**src/rtl/tenbaset_tx_scheduler.sv**
```systemverilog
// tenbaset_tx_scheduler
//   Frame scheduler and arbiter in front of the 10BASE-T transmit core.
//   The transmitter is shared between NUM_SRC payload sources using
//   round-robin arbitration. For each frame the block:
//     - grants one source,
//     - pulses tx_start,
//     - steers that source's FWFT FIFO bytes into the core's payload window,
//     - then holds the inter-frame gap before arbitrating again.
//   Start timeouts, payload underruns and short frames are flagged with
//   one-cycle pulses.
//
// Ports
//   clk20, rst_n            20 MHz clock, async active-low reset
//   src_req/src_valid       per-source frame request / FIFO not-empty
//   src_data                per-source FIFO head byte, source i at [8i+7:8i]
//   src_pop                 per-source FIFO read strobe (granted source only)
//   grant                   one-hot owner of the current frame
//   tx_start                one-cycle frame start pulse to the core
//   tx_busy, tx_byte_rd     core busy level and per-byte load strobe
//   tx_data                 payload byte to the core (0x00 outside payload)
//   frame_done, underrun,   one-cycle status pulses
//   frame_short, start_timeout
//   sched_busy              high whenever the scheduler is not IDLE
module tenbaset_tx_scheduler #(
    parameter int NUM_SRC       = 2,
    parameter int HDR_BYTES     = 50,
    parameter int PAYLOAD_BYTES = 1472,
    parameter int IFG_CYCLES    = 192,
    parameter int START_TIMEOUT = 16
) (
    input  logic                   clk20,
    input  logic                   rst_n,
    input  logic [NUM_SRC-1:0]     src_req,
    input  logic [NUM_SRC-1:0]     src_valid,
    input  logic [8*NUM_SRC-1:0]   src_data,
    output logic [NUM_SRC-1:0]     src_pop,
    output logic [NUM_SRC-1:0]     grant,
    output logic                   tx_start,
    input  logic                   tx_busy,
    input  logic                   tx_byte_rd,
    output logic [7:0]             tx_data,
    output logic                   frame_done,
    output logic                   underrun,
    output logic                   frame_short,
    output logic                   start_timeout,
    output logic                   sched_busy
);

    localparam int SW = (NUM_SRC > 1) ? $clog2(NUM_SRC) : 1;
    localparam int GW = $clog2(IFG_CYCLES + 1);
    localparam int TW = $clog2(START_TIMEOUT + 1);

    localparam logic [15:0]   WIN_LO    = 16'(HDR_BYTES);
    localparam logic [15:0]   WIN_HI    = 16'(HDR_BYTES + PAYLOAD_BYTES);
    localparam logic [GW-1:0] GAP_LAST  = GW'(IFG_CYCLES - 1);
    localparam logic [TW-1:0] TO_LAST   = TW'(START_TIMEOUT - 1);
    localparam logic [SW-1:0] LAST_INIT = SW'(NUM_SRC - 1);

    typedef enum logic [1:0] {IDLE, START, SEND, GAP} state_t;

    state_t              state_q, state_d;
    logic [SW-1:0]       last_q, last_d;          // also the granted index while a frame runs
    logic [NUM_SRC-1:0]  grant_q, grant_d;
    logic [15:0]         idx_q, idx_d;
    logic [GW-1:0]       gap_q, gap_d;
    logic [TW-1:0]       to_q, to_d;
    logic                tx_start_q, tx_start_d;
    logic                frame_done_q, frame_done_d;
    logic                underrun_q, underrun_d;
    logic                frame_short_q, frame_short_d;
    logic                start_timeout_q, start_timeout_d;

    logic [SW-1:0]       win;
    logic [7:0]          g_byte;
    logic                g_valid;
    logic                payload_slot;

    // First requester found scanning last+1, last+2, ... modulo NUM_SRC.
    function automatic logic [SW-1:0] rr_pick(input logic [NUM_SRC-1:0] req,
                                              input logic [SW-1:0]      last);
        logic [SW-1:0] pick;
        logic          found;
        int            c;
        pick  = last;
        found = 1'b0;
        for (int k = 1; k <= NUM_SRC; k++) begin
            c = (int'(last) + k) % NUM_SRC;
            if (!found && req[c]) begin
                found = 1'b1;
                pick  = SW'(c);
            end
        end
        return pick;
    endfunction

    assign win          = rr_pick(src_req, last_q);
    assign g_byte       = src_data[{last_q, 3'b000} +: 8];
    assign g_valid      = src_valid[last_q];
    assign payload_slot = (state_q == SEND) && (idx_q >= WIN_LO) && (idx_q < WIN_HI);

    // State register
    always_ff @(posedge clk20 or negedge rst_n) begin
        if (!rst_n) begin
            state_q         <= IDLE;
            last_q          <= LAST_INIT;
            grant_q         <= '0;
            idx_q           <= '0;
            gap_q           <= '0;
            to_q            <= '0;
            tx_start_q      <= 1'b0;
            frame_done_q    <= 1'b0;
            underrun_q      <= 1'b0;
            frame_short_q   <= 1'b0;
            start_timeout_q <= 1'b0;
        end else begin
            state_q         <= state_d;
            last_q          <= last_d;
            grant_q         <= grant_d;
            idx_q           <= idx_d;
            gap_q           <= gap_d;
            to_q            <= to_d;
            tx_start_q      <= tx_start_d;
            frame_done_q    <= frame_done_d;
            underrun_q      <= underrun_d;
            frame_short_q   <= frame_short_d;
            start_timeout_q <= start_timeout_d;
        end
    end

    // Next-state and datapath
    always_comb begin
        state_d         = state_q;
        last_d          = last_q;
        grant_d         = grant_q;
        idx_d           = idx_q;
        gap_d           = gap_q;
        to_d            = to_q;
        tx_start_d      = 1'b0;
        frame_done_d    = 1'b0;
        underrun_d      = 1'b0;
        frame_short_d   = 1'b0;
        start_timeout_d = 1'b0;

        case (state_q)
            IDLE: begin
                if (|src_req) begin
                    last_d       = win;
                    grant_d      = '0;
                    grant_d[win] = 1'b1;
                    tx_start_d   = 1'b1;
                    to_d         = '0;
                    state_d      = START;
                end
            end
            START: begin
                to_d = to_q + 1'b1;
                if (tx_busy) begin
                    idx_d   = '0;
                    state_d = SEND;
                end else if (to_q == TO_LAST) begin
                    start_timeout_d = 1'b1;
                    grant_d         = '0;
                    gap_d           = '0;
                    state_d         = GAP;
                end
            end
            SEND: begin
                if (tx_byte_rd && idx_q != 16'hFFFF)
                    idx_d = idx_q + 16'd1;
                if (payload_slot && tx_byte_rd && !g_valid)
                    underrun_d = 1'b1;
                // A strobe in the falling cycle is already in idx_d, so it
                // counts toward completion before the short check.
                if (!tx_busy) begin
                    frame_done_d  = 1'b1;
                    frame_short_d = (idx_d < WIN_HI);
                    grant_d       = '0;
                    gap_d         = '0;
                    state_d       = GAP;
                end
            end
            GAP: begin
                gap_d = gap_q + 1'b1;
                if (gap_q == GAP_LAST)
                    state_d = IDLE;
            end
            default: state_d = IDLE;
        endcase
    end

    // Outputs; the payload path is combinational so a pop lands in the
    // same cycle as the core's load strobe.
    always_comb begin
        tx_data = 8'h00;
        src_pop = '0;
        if (payload_slot && g_valid) begin
            tx_data         = g_byte;
            src_pop[last_q] = tx_byte_rd;
        end
    end

    assign grant         = grant_q;
    assign tx_start      = tx_start_q;
    assign frame_done    = frame_done_q;
    assign underrun      = underrun_q;
    assign frame_short   = frame_short_q;
    assign start_timeout = start_timeout_q;
    assign sched_busy    = (state_q != IDLE);

endmodule

```
**config.mk**
```make
export PLATFORM = sky130hd
export DESIGN_NAME = tenbaset_tx_scheduler
export DESIGN_NICKNAME = d
export VERILOG_FILES = /design/src/rtl/tenbaset_tx_scheduler.sv
export SDC_FILE = /design/constraint.sdc
export NUM_CORES = 1
export LEC_CHECK = 0
export BUFFER_PORTS_ARGS = -buffer_cell sky130_fd_sc_hd__buf_4
export CAP_MARGIN = 10
export CORE_AREA = 4 4 80 82
export CTS_CLUSTER_DIAMETER = 50
export CTS_CLUSTER_SIZE = 40
export DETAILED_ROUTE_END_ITERATION = 10
export DIE_AREA = 0 0 84 86
export PLACE_DENSITY = 0.7
export REMOVE_ABC_BUFFERS = 1
export SLEW_MARGIN = 10
export SYNTH_ARGS = -nofsm -noshare
export SYNTH_HDL_FRONTEND = slang
export SYNTH_SLANG_ARGS = --single-unit
```
**constraint.sdc**
```tcl
create_clock -name clk20 -period 2.55 [get_ports clk20]
set_input_delay 0.1275 -clock clk20 [delete_from_list [all_inputs] [get_ports clk20]]
set_output_delay 0.1275 -clock clk20 [all_outputs]
set_load 0.03 [all_outputs]
```
==> flow_metrics.env <==
export IMPL_diodes=0
export IMPL_post_cts_buffers=0
export IMPL_cp_start_kind="register"
export IMPL_antenna_found_initial=0
export IMPL_p_total_mw=2.42
export IMPL_worstHoldPathCells=2
export IMPL_hold_ws_ns=0.0444
export IMPL_drt_iter0_drc=154
export IMPL_netlist_top_cells_count="51 x nand2_1, 38 x dfrtp_1, 31 x nor2_1"
export IMPL_core_mm2=0.00575
export IMPL_ant_nets=0
export IMPL_cp_data_arrival_time_ns=2.54
export IMPL_utilization_pct=54.3
export IMPL_clock_latency_ns=0.30
export IMPL_yosysTopAreaCellShare_pct=36.0
export IMPL_synth_ff_type="dfrtp_1"
export IMPL_hold_violations=0
export IMPL_areaGrowthSynthToFinish_pct=18.1
export IMPL_routed_wl_um=6600
export IMPL_cts_tree="done"
export IMPL_rr_startpoint="idx_q[1]$_DFFE_PN0P_"
export IMPL_grt_pass1_vias=2369
export IMPL_yosys_warnings=0
export IMPL_wl_per_cell_um=15.3
export IMPL_p_leak_nw=1.42
export IMPL_p_per_area_mw_per_mm2=776
export IMPL_postSynthAreaPerCell_um2=8.34
export IMPL_yosysSeqAreaShare_pct=37.0
export IMPL_timing_final_max_slew_violations=0
export IMPL_cts_root_buf="clkbuf_8"
export IMPL_async_reset_ff_share_pct=100
export IMPL_n_fill_cell=542
export IMPL_fin_nets=389
export IMPL_overflow=0
export IMPL_drv_cap=0
export IMPL_dr_pass1_iters=4
export IMPL_h_tree_depth=2
export IMPL_path_class="reg2reg"
export IMPL_grtUsageMet1_pct=22.5
export IMPL_cp_max_fo=6
export IMPL_synth_edf_count=0
export IMPL_status="completed"
export IMPL_clock_fmax_mhz=428
export IMPL_crit_start="idx_q[1]$_DFFE_PN0P_"
export IMPL_grt_max_degree=40
export IMPL_cts_buffers=5
export IMPL_cts_max_path_buffers=2
export IMPL_finalSetupTns_ns=0
export IMPL_io_buffer_count=41
export IMPL_r2r_cells=7
export IMPL_die_w_um=84
export IMPL_hold_path_endpoint="frame_done$_DFF_PN0_"
export IMPL_grt_pass1_wl_um=10900
export IMPL_synth_most_common_cell="nand2_1"
export IMPL_use_met3_pct=3.94
export IMPL_relSlewSlack_pct=61.4
export IMPL_clk_pin_slew_ns=0.08
export IMPL_layout_drive_gt1_share_pct=21.1
export IMPL_grt_total_usage_pct=18.3
export IMPL_cts_sinks=39
export IMPL_met2_usage_pct=31.3
export IMPL_yosysTopAreaCell="dfrtp_1"
export IMPL_synthCells=317
export IMPL_min_period_over_period_pct=91.6
export IMPL_synth_cell_types=57
export IMPL_grt_busiest_layer="met2"
export IMPL_ys_ff_latch=39
export IMPL_start_util_pct=46.0
export IMPL_r2r_end="frame_short$_DFF_PN0_"
export IMPL_worstPathRequired_ns=2.75
export IMPL_ir_drop_mv=0.477
export IMPL_regToRegSetupSlack_ns=0.21
export IMPL_synth_area_leaders="dfrtp_1 36%, nand2_1 7.2%, ha_1 4.7%, mux2i_1 4.5%, nor2_1 4.4%"
export IMPL_place_congestion=0.908
export IMPL_fin_worst_skew_ns=0.00579
export IMPL_min_path_type="in2reg"
export IMPL_rsz0062_at_grt="false"
export IMPL_worstMarginPinSlew_ns=0.572
export IMPL_setup_viol=0
export IMPL_die_y_um=86
export IMPL_dp_hpwl_um=4910
export IMPL_placementRows=28
export IMPL_critPathCaptureType="register"
export IMPL_post_synth_instance_area_mm2=0.00264
export IMPL_hp_start="tx_busy"
export IMPL_min_period_ns=2.34
export IMPL_via_count=2495
export IMPL_drc_errors=0
export IMPL_pin_count=42
export IMPL_die_area_mm2=0.00722
export IMPL_drt_vias_per_instance=5.79
where the power goes:
group          total [mW]  internal, mW  switching (mW)
clock               0.422         0.191           0.230
combinational        1.15         0.454           0.691
sequential          0.855         0.725           0.129
sequential cells by signal, summed over array words and instances (netlist names):
register / count
last_q: 1
state_q: 2
frame_short: 1
frame_done: 1
grant: 2
to_q: 5
gap_q: 8
underrun: 1
start_timeout: 1
tx_start: 1
idx_q: 16
cell usage in the layout (no fill, tap or decap), types with 4 or more instances in the layout:
master and instances:
nand2_1 50, buf_4 46, dfrtp_1 38, nor2_1 31, o21ai_0 20, a21oi_1 13
inv_1 12, mux2i_1 12, o31ai_1 10, nor3_1 9, nand3_1 9, ha_1 9
nand4_1 7, o21ai_1 7, mux2_2 5, clkbuf_8 5, and3_1 4, a31oi_1 4
routing by layer:
| metal | vias up | part of all wire (%) |
|---|---|---|
| met2 | 68 | 50 |
| met1 | 1195 | 43 |
| met5 | - | 0 |
| met3 | 16 | 4.7 |
| li1 | 1216 | - |
| met4 | 0 | 2.2 |
logic make-up (layout without fill, tap and decap cells):
group / after synthesis / in the layout / share of synthesized area [%]
buf+inv: 30 / 69 / 4.59
fa+ha+maj: 10 / 10 / 4.73
simple gates: 140 / 140 / 26.7
compound gates: 77 / 77 / 19.0
xor+xnor: 4 / 4 / 1.33
flops: 39 / 39 / 37.0
mux: 17 / 17 / 6.67
worst max-delay path: stages, from the launching register on:
cell      delay (ns)
dfrtp_1         0.45
ha_1            0.25
nand3_1         0.24
nor4_4          0.39
a21o_1          0.24
mux2i_1         0.08
or3_1           0.32
a311oi_2        0.26
stage by stage:
step / area (um2) / cells / setup slack (ns)
final: 3120 / 431 / 0.213
after global routing: 3120 / 431 / 0.0213
after CTS: 3110 / 430 / 0.0721
after detailed placement: 3010 / 421 / 0.287
after global placement: 3010 / 421 / 0.395
after floorplan: 2570 / 300 / 0.439
worst max-delay path by stage:
| stage | cells after the start | endpoint |
|---|---|---|
| floorplan | 6 | frame_short$_DFF_PN0_ |
| global placement | 7 | frame_short$_DFF_PN0_ |
| detailed placement | 7 | frame_short$_DFF_PN0_ |
| CTS | 7 | tx_data[6] |
| global route | 7 | tx_data[6] |
| finish | 7 | frame_short$_DFF_PN0_ |
final cells by class:
| class | instances | area, um2 | area share [%] |
|---|---|---|---|
| Sequential cell | 39 | 977 | 31.3 |
| Inverter | 13 | 48.8 | 1.56 |
| Multi-Input combinational cell | 248 | 1550 | 49.7 |
| Timing Repair Buffer | 48 | 365 | 11.7 |
| Clock inverter | 2 | 12.5 | 0.401 |
| Tap cell | 75 | 93.8 | 3.01 |
| Clock buffer | 6 | 72.6 | 2.32 |
repair_timing:
action                                  in CTS  in global routing
gates resized for setup                      0                  3
endpoints found under the setup margin       0                  8
hold buffers                                 1                  1
hold endpoints to repair                    38                  1
No activity file was read; power rests on OpenSTA's default activity.
